File: src/rtl/l2_dual_port_arbiter.sv
// Shares two contiguous L2 ports among NumReq requesters: per-port round-robin,
// address steering, in-order response routing via per-port ID FIFOs.
module l2_dual_port_arbiter #(
  parameter int unsigned           NumReq    = 4,
  parameter int unsigned           AddrWidth = 48,
  parameter int unsigned           DataWidth = 64,
  parameter int unsigned           BeWidth   = DataWidth / 8,
  parameter logic [AddrWidth-1:0]  Port0Base = 48'h7800_0000,
  parameter logic [AddrWidth-1:0]  PortSize  = 48'h0002_0000
) (
  input  logic                          clk_i,
  input  logic                          rst_ni,
  input  logic [NumReq-1:0]             req_i,
  input  logic [NumReq*AddrWidth-1:0]   req_addr_i,
  input  logic [NumReq-1:0]             req_we_i,
  input  logic [NumReq*DataWidth-1:0]   req_wdata_i,
  input  logic [NumReq*BeWidth-1:0]     req_be_i,
  output logic [NumReq-1:0]             gnt_o,
  output logic [NumReq-1:0]             rsp_valid_o,
  output logic [NumReq*DataWidth-1:0]   rsp_rdata_o,
  output logic [NumReq-1:0]             rsp_err_o,
  output logic [1:0]                    mem_req_o,
  input  logic [1:0]                    mem_gnt_i,
  output logic [2*AddrWidth-1:0]        mem_addr_o,
  output logic [1:0]                    mem_we_o,
  output logic [2*DataWidth-1:0]        mem_wdata_o,
  output logic [2*BeWidth-1:0]          mem_be_o,
  input  logic [1:0]                    mem_rvalid_i,
  input  logic [2*DataWidth-1:0]        mem_rdata_i
);

  localparam int unsigned IdW  = (NumReq > 1) ? $clog2(NumReq) : 1;
  localparam int unsigned CntW = $clog2(NumReq + 1);
  localparam logic [AddrWidth-1:0] Port1Base = Port0Base + PortSize;
  localparam logic [AddrWidth-1:0] PortEnd   = Port1Base + PortSize;

  typedef logic [IdW-1:0] id_t;
  localparam id_t LastId = id_t'(NumReq - 1);

  logic [AddrWidth-1:0] w_addr  [NumReq];
  logic [DataWidth-1:0] w_wdata [NumReq];
  logic [BeWidth-1:0]   w_be    [NumReq];
  logic [DataWidth-1:0] w_rdata [NumReq];

  logic [NumReq-1:0] w_hit0, w_hit1, w_err_sel, w_err_gnt;
  logic [NumReq-1:0] w_elig [2];
  id_t               w_win  [2];
  id_t               w_head [2];
  logic [1:0]        w_found, w_hs, w_pop;

  logic [NumReq-1:0] r_outst;
  logic [NumReq-1:0] r_err_rsp;
  id_t               r_ptr  [2];
  id_t               r_fifo [2][NumReq];
  id_t               r_wptr [2];
  id_t               r_rptr [2];
  logic [CntW-1:0]   r_cnt  [2];

  function automatic id_t inc_id(input id_t v);
    return (v == LastId) ? '0 : v + 1'b1;
  endfunction

  for (genvar k = 0; k < NumReq; k++) begin : g_unpack
    assign w_addr[k]  = req_addr_i[k*AddrWidth +: AddrWidth];
    assign w_wdata[k] = req_wdata_i[k*DataWidth +: DataWidth];
    assign w_be[k]    = req_be_i[k*BeWidth +: BeWidth];
    assign rsp_rdata_o[k*DataWidth +: DataWidth] = w_rdata[k];
  end

  always_comb begin
    w_hit0    = '0;
    w_hit1    = '0;
    w_err_sel = '0;
    for (int k = 0; k < NumReq; k++) begin
      if (w_addr[k] >= Port0Base && w_addr[k] < Port1Base)    w_hit0[k]    = 1'b1;
      else if (w_addr[k] >= Port1Base && w_addr[k] < PortEnd) w_hit1[k]    = 1'b1;
      else                                                    w_err_sel[k] = 1'b1;
    end
    w_elig[0] = req_i & ~r_outst & w_hit0;
    w_elig[1] = req_i & ~r_outst & w_hit1;
    w_err_gnt = req_i & ~r_outst & w_err_sel;
  end

  // Round-robin: first eligible index at or after the pointer, wrapping.
  always_comb begin
    for (int p = 0; p < 2; p++) begin
      w_win[p]   = '0;
      w_found[p] = 1'b0;
      for (int i = 0; i < NumReq; i++) begin
        int unsigned idx;
        idx = (int'(r_ptr[p]) + i) % NumReq;
        if (!w_found[p] && w_elig[p][idx]) begin
          w_found[p] = 1'b1;
          w_win[p]   = id_t'(idx);
        end
      end
      w_hs[p]   = w_found[p] & mem_gnt_i[p];
      w_head[p] = r_fifo[p][r_rptr[p]];
      w_pop[p]  = mem_rvalid_i[p] && (r_cnt[p] != '0);
    end
  end

  assign mem_req_o = w_found;

  for (genvar p = 0; p < 2; p++) begin : g_port
    assign mem_addr_o[p*AddrWidth +: AddrWidth] =
      w_addr[w_win[p]] - ((p == 0) ? Port0Base : Port1Base);
    assign mem_we_o[p]                          = req_we_i[w_win[p]];
    assign mem_wdata_o[p*DataWidth +: DataWidth] = w_wdata[w_win[p]];
    assign mem_be_o[p*BeWidth +: BeWidth]        = w_be[w_win[p]];

    a_no_rvalid_when_empty: assert property (
      @(posedge clk_i) disable iff (!rst_ni) mem_rvalid_i[p] |-> (r_cnt[p] != '0));
  end

  always_comb begin
    gnt_o = w_err_gnt;
    for (int p = 0; p < 2; p++) begin
      if (w_hs[p]) gnt_o[w_win[p]] = 1'b1;
    end
  end

  // Error responses come from the register; port responses bypass combinationally.
  always_comb begin
    rsp_valid_o = r_err_rsp;
    rsp_err_o   = r_err_rsp;
    for (int k = 0; k < NumReq; k++) w_rdata[k] = '0;
    for (int p = 0; p < 2; p++) begin
      if (w_pop[p]) begin
        rsp_valid_o[w_head[p]] = 1'b1;
        w_rdata[w_head[p]]     = mem_rdata_i[p*DataWidth +: DataWidth];
      end
    end
  end

  always_ff @(posedge clk_i or negedge rst_ni) begin
    if (!rst_ni) begin
      r_outst   <= '0;
      r_err_rsp <= '0;
      for (int p = 0; p < 2; p++) begin
        r_ptr[p]  <= '0;
        r_wptr[p] <= '0;
        r_rptr[p] <= '0;
        r_cnt[p]  <= '0;
        for (int i = 0; i < NumReq; i++) r_fifo[p][i] <= '0;
      end
    end else begin
      r_outst   <= (r_outst | gnt_o) & ~rsp_valid_o;
      r_err_rsp <= w_err_gnt;
      for (int p = 0; p < 2; p++) begin
        if (w_hs[p]) begin
          r_ptr[p]              <= inc_id(w_win[p]);
          r_fifo[p][r_wptr[p]]  <= w_win[p];
          r_wptr[p]             <= inc_id(r_wptr[p]);
        end
        if (w_pop[p]) r_rptr[p] <= inc_id(r_rptr[p]);
        case ({w_hs[p], w_pop[p]})
          2'b10:   r_cnt[p] <= r_cnt[p] + 1'b1;
          2'b01:   r_cnt[p] <= r_cnt[p] - 1'b1;
          default: r_cnt[p] <= r_cnt[p];
        endcase
      end
    end
  end

endmodule

File: config.mk
export PLATFORM = sky130hd
export DESIGN_NAME = l2_dual_port_arbiter
export DESIGN_NICKNAME = d
export VERILOG_FILES = /design/src/rtl/l2_dual_port_arbiter.sv
export SDC_FILE = /design/constraint.sdc
export NUM_CORES = 1
export LEC_CHECK = 0
export CORE_AREA = 2 2 443 445
export DETAILED_ROUTE_END_ITERATION = 6
export DIE_AREA = 0 0 445 447
export GPL_TIMING_DRIVEN = 1
export PLACE_DENSITY = 0.3
export SLEW_MARGIN = 40
export SYNTH_ARGS = -nofsm -noshare
export SYNTH_HDL_FRONTEND = slang
export SYNTH_SLANG_ARGS = --single-unit
File: constraint.sdc
create_clock -name clk_i -period 6.1 [get_ports clk_i]
set_clock_uncertainty 0.2 [all_clocks]
set_input_delay 0.915 -clock clk_i [delete_from_list [all_inputs] [get_ports clk_i]]
set_output_delay 0.915 -clock clk_i [all_outputs]
set_load 0.005 [all_outputs]
==> impl_metrics.toml, run 1 <==
[power_and_ir_drop]
swShare_pct = 38.4
irDropWorstVdd_mv = 0.109
p_per_area_mw_per_mm2 = 75.4
combPwrFrac_pct = 71.6
clockPowerShare_pct = 13.2
seq_power_share_pct = 15.2
p_switching_mw = 0.890
internal_power_mw = 1.42
p_leak_nw = 11.4

[routing]
wl_per_cell_um = 30.5
drc = 0
wl_met2_mm = 87.2
dr_wl_met3_mm = 12.4
top_layer = "met5"
ant_nets = 0
met1_length_mm = 66.8
wl_mm = 173
first_pass_iters = 5
vias_per_cell = 3.76
drt_iter0_markers = 1416
vias = 21300

[worst_setup_path]
r2r-end = "r_cnt[5]$_DFFE_PN0P_"
reg2reg_from = "r_outst[0]$_DFF_PN0_"
path_cells = "clkdlybuf4s50_1 -> or4_4 -> or4_4 -> buf_4 -> nor4_4 -> nand2b_4 -> a21oi_1 -> inv_1 -> a21oi_2 -> ha_2 -> and2_4 -> a31oi_2 -> o21ai_1 -> o221ai_2 -> buf_4 -> nor2_1 -> o32ai_2 -> buf_12"
reg2reg_slack_ns = 2.38
cp-start-kind = "input pin"
critPathMaxStageDelay_ns = 0.61
cp-end-kind = "output pin"
r2r_cells = 15
worstPathArrival_ns = 4.88
cpMaxStageDelayCell = "or4_4"
worstSetupPathType = "in2out"
worstPathRequired_ns = 4.98
crit_path_max_fanout = 4

[global_route]
grt_pass1_wl_mm = 217
grt_antenna_before_repair = 152
grt-ovfl-total = 0
track_usage_pct = 16.3
grt_max_degree = 66
grt_pass1_vias = 20900

[synthesis]
seq_area_frac_synth_pct = 8.13
syn_area_mm2 = 0.0129
synth_edf_count = 0
yosys_warnings = 0
ys_types = 71
synthesis.nets = 2428
synth-seq-cells = 42
synth_top_area_cell = "a22o_1"
synth_top_area_share_pct = 17.3
syn_inst = 1782
synth_ff_type = "dfrtp_1"
synth.avg_cell_area_um2 = 7.25
synth.area.top_cells = "a22o_1, mux2i_1, a211oi_1"
async_flop_share_pct = 100

[clock_network]
cts_tree = "built"
clk_pin_slew_ns = 0.06
cts-hold-fix-buffers = 0
clock_latency_ns = 0.29
cts_buffer_depth = 2
clock-sinks = 42
numCtsBuffers = 5
htree_levels = 2
cts_root_buf = "clkbuf_16"

[sta]
setup_slack_ns = 0.110
finalHoldViolCount = 0
fin_hold_ws_ns = 0.275
fin_crit_ns = 5.99
clock.fmax_mhz = 167
slew_viol_final = 0
slew_headroom_pct = 49.0
post-route-period-util_pct = 98.2
finalSetupViolCount = 0
rsz0062_at_grt = "yes"
tightest_slew_ns = 0.764

[floorplanning]
fp-row-count = 162
initial_core_util_pct = 6.66
core_area_mm2 = 0.194
die-area_mm2 = 0.199
io_pins = 1134
die_w_um = 445
chipHeight_um = 447

[finish]
final_common_cell = "clkdlybuf4s50_1"
fin_cells = 5661
fillers = 22100
fin_util_pct = 15.8
syn2layout_area_growth_pct = 138
nNetsFinal = 3722
drive_above_1_share_pct = 16.2
layout_common_cells = "clkdlybuf4s50_1, buf_4, a22o_1"

[status]
status = "completed"

[min_path]
holdPathEnd = "r_cnt[5]$_DFFE_PN0P_"
hold_start = "r_cnt[5]$_DFFE_PN0P_"
hp-class = "reg2reg"
hold_depth = 1

[placed_design]
place_ws_ns = -0.613
hpwlAfterDp_mm = 152
io_buffers = 1133
place.gp.congestion = 0.887
dp_cells = 5596

[flow_run]
maxCapViolations = 0
==> Yosys cell counts (4+ instances only) <==
| cell | count |
|---|---|
| or4_1 | 8 |
| buf_2 | 9 |
| and3_1 | 4 |
| ha_1 | 22 |
| nor4_1 | 29 |
| nand4_1 | 11 |
| dfrtp_1 | 42 |
| o21ai_0 | 36 |
| a31oi_1 | 11 |
| buf_1 | 24 |
| a211oi_1 | 187 |
| nor2b_1 | 108 |
| o41ai_1 | 4 |
| inv_1 | 38 |
| nand3_1 | 9 |
| o31ai_1 | 7 |
| mux2_2 | 17 |
| xnor2_1 | 17 |
| mux2i_1 | 187 |
| mux4_2 | 4 |
| or2_2 | 5 |
| nor4bb_1 | 5 |
| a22o_1 | 256 |
| nor2_1 | 66 |
| nand2_1 | 80 |
| a21oi_1 | 221 |
| and2_1 | 97 |
| nand2b_1 | 7 |
| a21o_1 | 4 |
| nor3_1 | 30 |
| xor2_1 | 10 |
| clkbuf_1 | 143 |
| nor4b_1 | 8 |
| nand4b_1 | 4 |
| or3_1 | 12 |
| a221o_1 | 4 |
| o21ba_2 | 4 |
==> timing repair <==
item                       in CTS  in global routing
resized for setup              59                 41
buffers inserted                7                  6
pin swaps                      15                 10
setup endpoints to repair     113                 36
gates cloned                    1                  1
==> routing by layer <==
metal / up-vias / GRT usage (%)
met1: 10400 / 18.6
met2: 993 / 28.9
met5: - / 0
met4: 32 / 5.91
met3: 302 / 4.37
li1: 9573 / -
==> state kept, by name, summed over array words and instances, names as in the netlist <==
name / flops
r_cnt: 6
r_fifo: 16
r_outst: 4
r_ptr: 4
r_rptr: 4
r_wptr: 4
rsp_err_o: 4
==> logic make-up after synthesis <==
kind of cell | Yosys count | share of synthesized area [%]
mux | 209 | 16.8
fa+ha+maj | 24 | 2.44
xor+xnor | 27 | 1.83
buf+inv | 215 | 6.39
simple gates | 494 | 21.6
compound gates | 771 | 42.8
flops | 42 | 8.13
==> power by group through the flow <==
stage	combinational [mW]	sequential [mW]	clock, mW
6_report	1.66	0.351	0.307
5_1_grt	1.76	0.357	0.331
4_1_cts	1.68	0.353	0.318
3_5_place_dp	1.66	0.357	0
3_3_place_gp	1.67	0.354	0
2_1_floorplan	0.417	0.342	0
==> worst max-delay path, delay by kind of cell <==
| kind | cells | cell delay, ns |
|---|---|---|
| AOI/OAI and AO/OA | 6 | 0.90 |
| adders and majority gates | 1 | 0.21 |
| buffers and inverters | 5 | 1.07 |
| and+or+nand+nor | 6 | 1.76 |
==> worst max path at each step <==
stage,from,endpoint,slack (ns),depth (start not counted)
after floorplan,req_addr_i[24],mem_addr_o[45],0.48,14
after global placement,req_addr_i[88],mem_addr_o[83],-0.75,19
after detailed placement,req_addr_i[66],mem_addr_o[83],-0.61,19
after CTS,req_addr_i[32],mem_addr_o[37],0.001,16
after global routing,req_addr_i[34],mem_addr_o[93],-0.05,18
final,req_addr_i[34],mem_addr_o[93],0.11,18
==> per-stage QoR <==
stage / instance area (um^2) / TNS, ns / power, mW
final: 30700 / 0 / 2.31
after global routing: 30700 / -0.120 / 2.45
after CTS: 30400 / 0 / 2.35
after detailed placement: 29900 / -12.09 / 2.02
after global placement: 29900 / -57.95 / 2.03
after floorplan: 12900 / 0 / 0.758
==> cell type report <==
cell class | count | area (um^2) | share of cell area, %
clock inverter | 1 | 30.0 | 0.0978
inverter | 38 | 143 | 0.465
antenna | 42 | 105 | 0.342
sequential | 42 | 1050 | 3.42
timing repair buffer | 1464 | 14500 | 47.3
multi-input combinational | 1525 | 11500 | 37.5
tap | 2542 | 3180 | 10.4
clock buffer | 7 | 133 | 0.432
(Power assumes the default switching activity.)
==> inputs of run 2 (changes only) <==
- CTS_CLUSTER_DIAMETER: unset -> 50
- GPL_ROUTABILITY_DRIVEN: unset -> 1
- SLEW_MARGIN: 40 -> 20
==> run 2 against run 1 <==
Register-to-register slack worse by 0.14 ns. Sequential cell count is the same. Setup slack lost 0.00074 ns. First-iteration DRC count rose by 2.3%. Sequential share of layout area about the same. Core utilization is 0.079 points lower. Critical path type unchanged. Cell area is 0.50% lower.
==> impl_metrics.toml, run 2 (same netlist as run 1, synthesis figures left out) <==
[floorplanning]
chipHeight_um = 447
die-area_mm2 = 0.199
core_area_mm2 = 0.194
io_pins = 1134
fp-row-count = 162
die_w_um = 445
initial_core_util_pct = 6.66

[power_and_ir_drop]
p_per_area_mw_per_mm2 = 74.8
p_leak_nw = 11.3
finalPower_mw = 2.28
irDropWorstVdd_mv = 0.102

[routing]
first_pass_iters = 7
drt_iter0_markers = 1449
vias_per_cell = 3.73
drc = 0
ant_nets = 0
wl_per_cell_um = 30.4
wl_mm = 172
vias = 21100

[global_route]
track_usage_pct = 16.2
grt_antenna_before_repair = 151
grt_pass1_vias = 20600
grt_pass1_wl_mm = 216
grt-ovfl-total = 0
grt_max_degree = 66

[worst_setup_path]
cp-end-kind = "output pin"
crit_path_max_fanout = 36
cp-start-kind = "input pin"
worstSetupPathType = "in2out"
worstPathArrival_ns = 4.88
worstPathRequired_ns = 4.98

[sta]
setup_slack_ns = 0.109
finalSetupViolCount = 0
fin_crit_ns = 5.99
post-route-period-util_pct = 98.2
fin_hold_ws_ns = 0.275
tns_ns = 0
clock.fmax_mhz = 167
rsz0062_at_grt = "no"
slew_viol_final = 0
finalHoldViolCount = 0
slew_headroom_pct = 40.2
tightest_slew_ns = 0.889

[finish]
nNetsFinal = 3722
largest_reg_flops = 16
layout_common_cells = "clkdlybuf4s50_1, buf_4, a22o_1"
final_area_mm2 = 0.0306
final_common_cell = "clkdlybuf4s50_1"
top_regs = "r_fifo: 16 flops, r_cnt: 6 flops"
final-seq-area_mm2 = 0.00105
fillers = 22200
syn2layout_area_growth_pct = 136
multi_input_area_mm2 = 0.0115
top_register = "r_fifo"
drive_above_1_share_pct = 15.8

[placed_design]
io_buffers = 1133
place_ws_ns = -0.711
hpwlAfterDp_mm = 151
place_area_mm2 = 0.0299
place.gp.congestion = 0.887

[status]
status = "completed"

[flow_run]
maxCapViolations = 0

[clock_network]
cts-hold-fix-buffers = 0
numCtsBuffers = 5
cts_root_buf = "clkbuf_16"
clock-sinks = 42
clk_pin_slew_ns = 0.06
htree_levels = 2
clock_latency_ns = 0.29
cts_buffer_depth = 2
cts_tree = "built"

[min_path]
hp-class = "reg2reg"
run 2: changes by cell type in the layout (fill, tap and decap cells not counted), sizes merged:
cell,before,now
diode,42,27
clkdlybuf4s50,1057,1060
dlymetal6s2s,11,8
clkbuf,9,7
buf,379,380
bufbuf,1,0
bufinv,1,0
clkdlybuf4s15,0,1
clkinv,0,1
dlygate4sd2,14,15
run 2: metal layers:
metal  GRT usage (%)  up-vias  share of wire [%]
li1                -     9542                  -
met4            4.31       36                2.9
met3            4.48      297                7.5
met2            29.4      964                 51
met5               0        -               0.13
met1            18.5    10200                 38
run 2: power by group:
part,leakage [nW],total [mW],switching [mW],internal [mW]
logic,10.7,1.66,0.739,0.917
clock network,0.0741,0.279,0.116,0.163
registers,0.533,0.350,0.0360,0.314
total,11.3,2.28,0.891,1.39
run 2: worst max-delay path, cell delays in order:
cell	delay, ns
clkdlybuf4s50_1	0.52
nor4b_4	0.40
buf_4	0.18
nand3_1	0.10
buf_4	0.18
or4_4	0.51
a311oi_2	0.25
a21o_4	0.15
buf_12	0.17
buf_16	0.24
and2_1	0.16
a211oi_1	0.06
a21oi_1	0.27
buf_4	0.18
clkdlybuf4s50_1	0.51
run 2: final cells by class:
type,instances,area share (%)
multi-input cells,1525,37.5
well taps,2542,10.4
inverters,38,0.467
diodes,27,0.221
flip-flops and latches,42,3.44
clock buffers,7,0.467
repair buffers,1464,47.4
clock inverters,1,0.0164
run 2: per-stage QoR:
| stage | instances | utilization [%] |
|---|---|---|
| global placement | 5596 | 15.4 |
| CTS | 5609 | 15.6 |
| floorplan | 1782 | - |
| finish | 5646 | 15.7 |
| detailed placement | 5596 | 15.4 |
| global route | 5636 | 15.7 |
run 2: what timing repair did:
item,CTS,global route
resized for setup,55,32
endpoints found under the setup margin,211,30
buffers inserted,5,10
pin swaps,11,14
run 2: final timing paths:
kind / depth (start not counted) / slack, ns / startpoint / end
max: 15 / 0.11 / req_addr_i[84] / mem_wdata_o[80]
min: 1 / 0.27 / r_cnt[5]$_DFFE_PN0P_ / r_cnt[5]$_DFFE_PN0P_
max reg2reg: 16 / 2.24 / r_outst[0]$_DFF_PN0_ / r_cnt[5]$_DFFE_PN0P_
min reg2reg: 1 / 0.27 / r_cnt[5]$_DFFE_PN0P_ / r_cnt[5]$_DFFE_PN0P_
max in group asynchronous: 1 / 4.87 / rst_ni / r_rptr[3]$_DFFE_PN0P_
min in group asynchronous: 1 / 0.42 / rst_ni / r_cnt[2]$_DFFE_PN0P_
==> inputs of run 3 (changes only) <==
- CTS_CLUSTER_DIAMETER: 50 -> 80
- SETUP_SLACK_MARGIN: unset -> 0.5
==> run 3 against run 2 <==
Setup slack improved by 0.46 ns. Sequential power is essentially flat. Cell count rose by 1.0%. Wire length is 2.1% higher. Sequential share of layout area shrank 0.20 points. Cell area increased by 6.0%. Total power decreased by 0.37%. Critical path depth is 1 lower. Global-route usage rose by 0.10 points. Critical path type unchanged. Critical endpoint is now mem_wdata_o[110]. Largest power group unchanged.
==> impl_metrics.toml, run 3 (same netlist as run 1, synthesis figures left out) <==
[placed_design]
io_buffers = 1133
place_area_mm2 = 0.0294
hpwlAfterDp_mm = 145
dp_cells = 5543
place.gp.congestion = 0.882
place_ws_ns = -0.304

[sta]
finalHoldViolCount = 0
post-route-period-util_pct = 90.6
tns_ns = 0
tightest_slew_ns = 1.02
rsz0062_at_grt = "yes"
slew_headroom_pct = 31.2
finalSetupViolCount = 0
fin_crit_ns = 5.53
clock.fmax_mhz = 181
fin_hold_ws_ns = 0.276
slew_viol_final = 0
setup_slack_ns = 0.572

[routing]
ant_nets = 0
vias = 21700
drt_iter0_markers = 1417
wl_mm = 175
first_pass_iters = 6
drc = 0
wl_per_cell_um = 30.7
vias_per_cell = 3.80

[worst_setup_path]
worstSetupPathType = "in2out"
cpMaxStageDelayCell = "clkdlybuf4s50_1"
worstPathArrival_ns = 4.41
worst_path_dominant_cell_family = "buffers and inverters"
worst-path-buf-inv = 8
crit_path_max_fanout = 20
worstPathRequired_ns = 4.98
critPathMaxStageDelay_ns = 0.54
cp-start-kind = "input pin"
cp-end-kind = "output pin"
crit_path_frequent_cell = "buf_4"
path_cells = "clkdlybuf4s50_1 -> nor4bb_2 -> nand4_1 -> buf_6 -> buf_4 -> or2_4 -> o41ai_4 -> buf_4 -> a21oi_4 -> buf_12 -> buf_4 -> clkbuf_16 -> a21oi_2 -> clkdlybuf4s50_1"

[clock_network]
clk_pin_slew_ns = 0.07
numCtsBuffers = 5
cts_root_buf = "clkbuf_16"
htree_levels = 2
cts_tree = "built"
clock_latency_ns = 0.29
cts_buffer_depth = 2
clock-sinks = 42

[global_route]
track_usage_pct = 16.3
grt_antenna_before_repair = 120
grt_max_degree = 66
grt-ovfl-total = 0
grt_pass1_wl_mm = 218
grt_pass1_vias = 21600

[power_and_ir_drop]
irDropWorstVdd_mv = 0.115
p_per_area_mw_per_mm2 = 70.3
finalPower_mw = 2.28
p_leak_nw = 12.6

[floorplanning]
die_w_um = 445
io_pins = 1134
chipHeight_um = 447
die-area_mm2 = 0.199
core_area_mm2 = 0.194
fp-row-count = 162
initial_core_util_pct = 6.66

[finish]
fillers = 22000
final_common_cell = "clkdlybuf4s50_1"
top_register = "r_fifo"
largest_reg_flops = 16
layout_common_cells = "clkdlybuf4s50_1, buf_4, a22o_1"
fin_cells = 5705
final_area_mm2 = 0.0324
drive_above_1_share_pct = 21.1
nNetsFinal = 3778
syn2layout_area_growth_pct = 151
top_regs = "r_fifo: 16 flops, r_cnt: 6 flops"
fin_util_pct = 16.7

[min_path]
hp-class = "reg2reg"

[flow_run]
maxCapViolations = 0

[status]
status = "completed"
==> run 3: cell count changes in the layout (fill, tap and decap cells not counted), sizes merged, moves of 3 or more <==
cell / before / now
buf: 380 / 412
bufbuf: 0 / 7
clkbuf: 7 / 26
clkdlybuf4s15: 1 / 5
clkdlybuf4s50: 1060 / 921
diode: 27 / 30
dlygate4sd2: 15 / 102
dlymetal6s2s: 8 / 51
==> run 3: power breakdown <==
part	leakage, nW	switching [mW]	total, mW	internal (mW)
Sequential	0.533	0.0392	0.353	0.314
Clock	0.0700	0.120	0.272	0.152
Combinational	12.0	0.754	1.65	0.897
==> run 3: what timing repair did <==
| action | 4_1_cts | 5_1_grt |
|---|---|---|
| gates resized for setup | 321 | 190 |
| hold buffers | 0 | 0 |
| setup buffers | 65 | 37 |
| pin swaps | 52 | 46 |
| gates cloned | 14 | 8 |
| setup endpoints to repair | 221 | 154 |
==> run 3: final timing paths <==
kind	start	to	slack [ns]	depth (start not counted)
setup reg to reg	r_outst[0]$_DFF_PN0_	r_cnt[5]$_DFFE_PN0P_	2.38	15
max in group asynchronous	rst_ni	r_fifo[7]$_DFFE_PN0P_	4.85	1
setup / recovery	req_addr_i[124]	mem_wdata_o[110]	0.57	14
hold reg to reg	r_cnt[5]$_DFFE_PN0P_	r_cnt[5]$_DFFE_PN0P_	0.28	1
min in group asynchronous	rst_ni	r_cnt[4]$_DFFE_PN0P_	0.42	1
hold / removal	r_cnt[5]$_DFFE_PN0P_	r_cnt[5]$_DFFE_PN0P_	0.28	1
==> run 3: final cells by class <==
| class | instances | area [um^2] | area share (%) |
|---|---|---|---|
| antenna | 30 | 75.1 | 0.232 |
| clock buffer | 5 | 125 | 0.386 |
| clock inverter | 3 | 21.3 | 0.0657 |
| inverter | 38 | 143 | 0.440 |
| multi-input combinational | 1526 | 12300 | 37.9 |
| sequential | 42 | 1050 | 3.24 |
| tap | 2542 | 3180 | 9.82 |
| timing repair buffer | 1519 | 15500 | 47.9 |
==> run 3: per-layer routing <==
metal / track usage [%] / part of all wire (%) / up-vias
met2: 30.3 / 52 / 931
met1: 17.6 / 36 / 10700
met3: 3.82 / 7.1 / 278
li1: - / - / 9681
met4: 6.65 / 4.8 / 50
met5: 0 / 0.17 / -
